### src/rtl/booth_product_accumulator.sv
`default_nettype none
// ============================================================================
// booth_product_accumulator
// Saturating signed accumulator that folds a group of multiplier products into
// one result, delivered over valid/ready with term count and overflow flag.
// Revision: 1.0
// ============================================================================
module booth_product_accumulator #(
   parameter int PROD_WIDTH = 18,
   parameter int ACC_WIDTH  = 24,
   parameter int MAX_TERMS  = 16,
   parameter int CNT_WIDTH  = 5
) (
   input  logic                  clk,
   input  logic                  rst_n,
   input  logic                  clear,
   input  logic                  in_valid,
   output logic                  in_ready,
   input  logic [PROD_WIDTH-1:0] in_prod,
   input  logic                  in_last,
   output logic                  out_valid,
   input  logic                  out_ready,
   output logic [ACC_WIDTH-1:0]  out_acc,
   output logic [CNT_WIDTH-1:0]  out_count,
   output logic                  out_ovf
);

   typedef enum logic [1:0] {
      IDLE  = 2'd0,
      ACCUM = 2'd1,
      DONE  = 2'd2
   } state_t;

   localparam logic [CNT_WIDTH-1:0] MAX_CNT = CNT_WIDTH'(MAX_TERMS);
   localparam logic [ACC_WIDTH-1:0] ACC_MAX = {1'b0, {(ACC_WIDTH-1){1'b1}}};
   localparam logic [ACC_WIDTH-1:0] ACC_MIN = {1'b1, {(ACC_WIDTH-1){1'b0}}};

   state_t                 state_q, state_d;
   logic [ACC_WIDTH-1:0]   acc_q, acc_d;
   logic [CNT_WIDTH-1:0]   count_q, count_d;
   logic                   ovf_q, ovf_d;

   logic [ACC_WIDTH:0]     sum;
   logic [CNT_WIDTH-1:0]   count_inc;
   logic                   accept;
   logic                   close_grp;

   assign in_ready  = (state_q != DONE);
   assign out_valid = (state_q == DONE);
   assign out_acc   = acc_q;
   assign out_count = count_q;
   assign out_ovf   = ovf_q;

   assign accept    = in_valid & in_ready;
   // One guard bit above the accumulator exposes signed overflow of the add.
   assign sum       = {acc_q[ACC_WIDTH-1], acc_q}
                    + {{(ACC_WIDTH+1-PROD_WIDTH){in_prod[PROD_WIDTH-1]}}, in_prod};
   assign count_inc = count_q + CNT_WIDTH'(1);
   assign close_grp = in_last | (count_inc == MAX_CNT);

   always_comb begin
      state_d = state_q;
      acc_d   = acc_q;
      count_d = count_q;
      ovf_d   = ovf_q;
      if (clear) begin
         state_d = IDLE;
         acc_d   = '0;
         count_d = '0;
         ovf_d   = 1'b0;
      end else begin
         unique case (state_q)
            IDLE, ACCUM: begin
               if (accept) begin
                  count_d = count_inc;
                  if (sum[ACC_WIDTH] != sum[ACC_WIDTH-1]) begin
                     acc_d = sum[ACC_WIDTH] ? ACC_MIN : ACC_MAX;
                     ovf_d = 1'b1;
                  end else begin
                     acc_d = sum[ACC_WIDTH-1:0];
                  end
                  state_d = close_grp ? DONE : ACCUM;
               end
            end
            DONE: begin
               if (out_ready) begin
                  state_d = IDLE;
                  acc_d   = '0;
                  count_d = '0;
                  ovf_d   = 1'b0;
               end
            end
            default: begin
               state_d = IDLE;
               acc_d   = '0;
               count_d = '0;
               ovf_d   = 1'b0;
            end
         endcase
      end
   end

   always_ff @(posedge clk or negedge rst_n) begin
      if (!rst_n) begin
         state_q <= IDLE;
         acc_q   <= '0;
         count_q <= '0;
         ovf_q   <= 1'b0;
      end else begin
         state_q <= state_d;
         acc_q   <= acc_d;
         count_q <= count_d;
         ovf_q   <= ovf_d;
      end
   end

endmodule
`default_nettype wire

### config.mk
export PLATFORM = sky130hd
export DESIGN_NAME = booth_product_accumulator
export DESIGN_NICKNAME = d
export VERILOG_FILES = /design/src/rtl/booth_product_accumulator.sv
export SDC_FILE = /design/constraint.sdc
export NUM_CORES = 1
export LEC_CHECK = 0
export ABC_AREA = 0
export ABC_CLOCK_PERIOD_IN_PS = 5150
export BUFFER_PORTS_ARGS = -buffer_cell sky130_fd_sc_hd__buf_4
export CORE_ASPECT_RATIO = 1.4
export CORE_MARGIN = 1
export CORE_UTILIZATION = 45
export DETAILED_ROUTE_END_ITERATION = 12
export PLACE_DENSITY = 0.72
export SETUP_SLACK_MARGIN = 0.1
export SLEW_MARGIN = 25
export SYNTH_ARGS = -nofsm -noshare
export SYNTH_HDL_FRONTEND = slang
export SYNTH_SLANG_ARGS = --single-unit
### constraint.sdc
create_clock -name clk -period 5.15 [get_ports clk]
set_input_delay 1.03 -clock clk [delete_from_list [all_inputs] [get_ports clk]]
set_output_delay 1.03 -clock clk [all_outputs]
set_load 0.01 [all_outputs]
==> results.md <==
Status:
- The flow ran to the end, and the final reports show no timing, DRC or antenna violations.

Cells and area:
- For this run, the post-layout net count is 419.
- After routing the design area is 3430 µm².
- The number of diodes added for antenna fixing is 0.
- The fraction of final layout cells sized beyond drive strength 1 is 28.6%.
- The layout filler cell count is 583.
- From synthesis to final layout, the design area changed by 18.1%.

GRT:
- The final global-route overflow total is 0.
- The via count of the first global-routing pass was ~2,600.
- For this run, the total global-route usage over all layers was measured as between 20% and 30%.
- After global routing, the most crowded layer is met2.
- Entering global routing, the biggest net connects 50 pins.
- The wire length of the first global-routing pass is 11,800 µm.
- Global routing consumed, on the met2 layer, roughly 36% of the routing resources.
- The number of antenna violations at the first check in global routing came to 0.
- Global routing used about 4.3% of the available met3 tracks.
- The met1 track demand over resource is roughly a quarter.

Die:
- The floorplan step defined a die boundary enclosing about 6800 µm².
- Pin placement for this block handled 56 I/O pins.
- After floorplanning, the core was sized to cover 6210 µm².
- The vertical die dimension is 97.1 µm.
- The die is around 70 µm wide.
- The starting density of the core is a little under half.
- The row count is 34.

Setup path:
- The worst setup path is captured at a flip-flop.
- The worst path arrival time is 3630 ps.
- Traced cell by cell, the critical path runs through buf_4 > ha_1 > fa_1 > a21oi_1 > o21ai_1 > a221o_1 > a41o_1 > a21oi_2 > nor2_1 > xor2_2 > buf_4 > a22oi_1.
- The source of the worst register-to-register timing path is out_acc[0].
- The worst-case reg-to-reg path depth is 11.
- The endpoint of the worst register-to-register path is out_acc[2].
- The worst setup path is of the primary input to flip-flop kind.
- The worst-path cell with the longest stage delay is sky130_fd_sc_hd__fa_1.
- The setup check on the worst reg-to-reg path leaves a slack of 2110 ps.
- Of all nets on the critical path, the largest fanout is 12.
- In this design, the critical path's most frequently occurring cell is sky130_fd_sc_hd__buf_4.
- The required time reported for the critical path endpoint is 5300 ps.
- In this design, the stage delay of the slowest critical-path cell is 410 ps.
- The launching element type of the critical path is a primary input.
- The launching element of the worst setup path is in_prod[0].

Placed design:
- The setup slack after placement is 1390 ps.
- The port buffer count is 55.
- The routability congestion estimate from global placement is 0.893.
- Summing all placed instances gives a cell area of roughly 3300 µm².
- The final HPWL from detailed placement is ~5100 µm.

Synth:
- Each instance of the synthesized netlist takes up on average slightly above 9 µm².
- The number of unique standard cell types used by synthesis is between 60 and 70.
- The top flip-flop cell by instance count after synthesis is sky130_fd_sc_hd__dfrtp_1.
- The cell count after synthesis is 317.
- After synthesis the netlist holds a flip-flop and latch count of 32.
- The share of async-settable or async-resettable flops after synthesis is 100%.
- The synthesized cell area is 2910 µm².
- The number of synthesis warnings is 0.
- In this run, synthesis inferred 0 flip-flops with an integrated enable.
- The post-synth net total is 367.
- Of the synthesized area, sequential elements account for 27.5%.

Power and ir drop:
- The worst supply voltage drop on vdd is 272 µV.
- In this run the power density over the cells is 540 nW/µm².
- For this design the static power due to leakage is 1.59 nW.
- The design draws 1.85 mW.

Drt:
- The average wire per cell in the routed design is approximately 16 µm.
- The number of detailed-routing iterations run before antenna repair is 4.
- The first routing iteration left 115 violations.
- The total routed wirelength is about 6900 µm.
- The routed via count is 2,626.
- After detailed routing, the number of remaining DRC violations is 0.
- In the routed layout, each cell is associated on average with a via count of 5.94.
- The number of nets with antenna violations after routing is 0.

Min path:
- The worst hold path terminates at state_q[0].
- The worst min-delay path startpoint is state_q[0].
- In this run the worst hold path is classified as flip-flop to flip-flop.
- The worst hold path was traced through 2 stages.

Timing:
- The highest achievable clock rate is 287 MHz.
- After layout, the worst setup slack is approximately 1700 ps.
- The post-route clock period utilization is 67.6%.
- The clock skew is 7.00 ps.
- Headroom to the max-slew limit came out at about 45%.
- The number of hold-slack violations in the final timing report came to 0.
- Hold timing on the final database bottoms out at a slack of 530 ps.
- The number of slew-limit violations in the final report came to 0.
- The total negative slack for setup checks is 0 ps.
- The transition time of the tightest slew-check pin is between 800 and 900 ps.
- Setup repair after global routing left no endpoint under its margin.
- The minimum period implied by the final worst setup slack is 3480 ps.
- Setup violations remaining at the end of the flow were counted as 0.

CTS:
- The number of setup buffers added after CTS is 0.
- The number of cells upsized or downsized after cts is 0.
- The hold buffer count at cts is 0.
- The H-tree generated during clock tree synthesis spans 2 levels.
- The number of buffers added by the clock tree synthesis step is 5.
- For the worst-skew pair, the clock arrives at the later sink with an insertion delay of 280 ps.
- The clock-pin transition on the worst setup and hold timing paths is about 70 ps.
- The deepest clock path buffer count is 2.
- Clock tree synthesis selected as its root buffer the cell sky130_fd_sc_hd__clkbuf_8.
- TritonCTS built the clock tree.
- The number of clock sinks seen by CTS is 32.

Flow run:
- The max-capacitance violation count is 0.
==> critical path, delay by kind of cell <==
kind	cells	cell delay (ps)
AOI/OAI and AO/OA	6	1270
buffers and inverters	2	370
adders and majority gates	2	640
and+or+nand+nor	1	140
xor gates and xnor gates	1	190
==> area by class of cell <==
class | count | area [µm²] | share of cell area (%)
clock buffers | 6 | 72.6 | 2.11
clock inverters | 2 | 35.0 | 1.02
inverters | 8 | 30.0 | 0.875
well taps | 72 | 90.1 | 2.62
multi-input cells | 264 | 1970 | 57.4
flip-flops and latches | 32 | 801 | 23.3
repair buffers | 58 | 435 | 12.7
==> worst max-delay path by stage <==
stage	cells after the start	to	slack, ps
after detailed placement	12	out_acc[2]	1390
after global routing	12	out_acc[2]	1500
after CTS	12	out_acc[2]	1700
after global placement	12	out_acc[2]	1470
final	12	out_acc[2]	1670
after floorplan	11	out_acc[18]	1720
==> logic make-up (layout without fill, tap and decap cells) <==
family | after synthesis | in the layout | synth area share (%)
adders and majority gates | 27 | 27 | 11.8
and+or+nand+nor | 87 | 87 | 15.4
xor gates and xnor gates | 21 | 21 | 6.58
AOI/OAI and AO/OA | 127 | 127 | 32.9
muxes | 2 | 2 | 0.688
DFF | 32 | 32 | 27.5
buffers and inverters | 21 | 74 | 4.99
==> synth_stat cells (all sizes together), types with 3 or more instances <==
master | instances | area (µm²)
a211oi | 3 | 22.5
a21boi | 4 | 33.8
a21o | 9 | 70.1
a21oi | 40 | 215
a22oi | 19 | 228
a31oi | 7 | 43.8
and3 | 4 | 27.5
buf | 7 | 66.3
clkbuf | 5 | 38.8
dfrtp | 32 | 801
ha | 25 | 313
inv | 8 | 30.0
nand2 | 39 | 154
nand3 | 4 | 20.0
nand4 | 3 | 18.8
nor2 | 17 | 63.8
nor3 | 4 | 31.3
o211ai | 3 | 36.3
o21ai | 21 | 109
o21bai | 5 | 37.5
xnor2 | 14 | 123
xor2 | 7 | 68.8
==> per-layer routing <==
metal,vias up,part of all wire (%)
met5,-,0
met4,0,1.8
met3,10,4.6
met2,56,50
met1,1265,43
li1,1295,-
==> where the power goes <==
part | leakage (nW) | internal [mW] | switching, mW | total [mW]
clock | 0.0552 | 0.144 | 0.102 | 0.245
combinational | 1.11 | 0.524 | 0.677 | 1.20
sequential | 0.423 | 0.325 | 0.0811 | 0.406
==> per-stage QoR <==
| stage | util [%] | cells |
|---|---|---|
| 2_1_floorplan | - | 317 |
| 3_3_place_gp | 53.5 | 434 |
| 3_5_place_dp | 53.5 | 434 |
| 4_1_cts | 55.3 | 442 |
| 5_1_grt | 55.3 | 442 |
| 6_report | 55.3 | 442 |
==> sequential cells by signal, indices dropped and copies added, names as in the netlist <==
register / flops
state_q: 2
out_count: 5
out_ovf: 1
out_acc: 24
==> placed cells by master (no fill, tap or decap), drive strengths merged, types with 2 or more instances in the layout <==
master / n
a211oi: 3
a21boi: 4
a21o: 9
a21oi: 40
a22oi: 19
a31oi: 7
a41o: 2
a41oi: 2
and2: 2
and3: 4
and4: 2
buf: 58
clkbuf: 6
dfrtp: 32
ha: 25
inv: 8
mux2i: 2
nand2: 39
nand2b: 2
nand3: 4
nand4: 3
nor2: 17
nor3: 4
nor4b: 2
o211ai: 3
o21ai: 21
o21bai: 5
o31ai: 2
or2: 2
xnor2: 14
xor2: 7
Power figures use the tool's default switching activity.
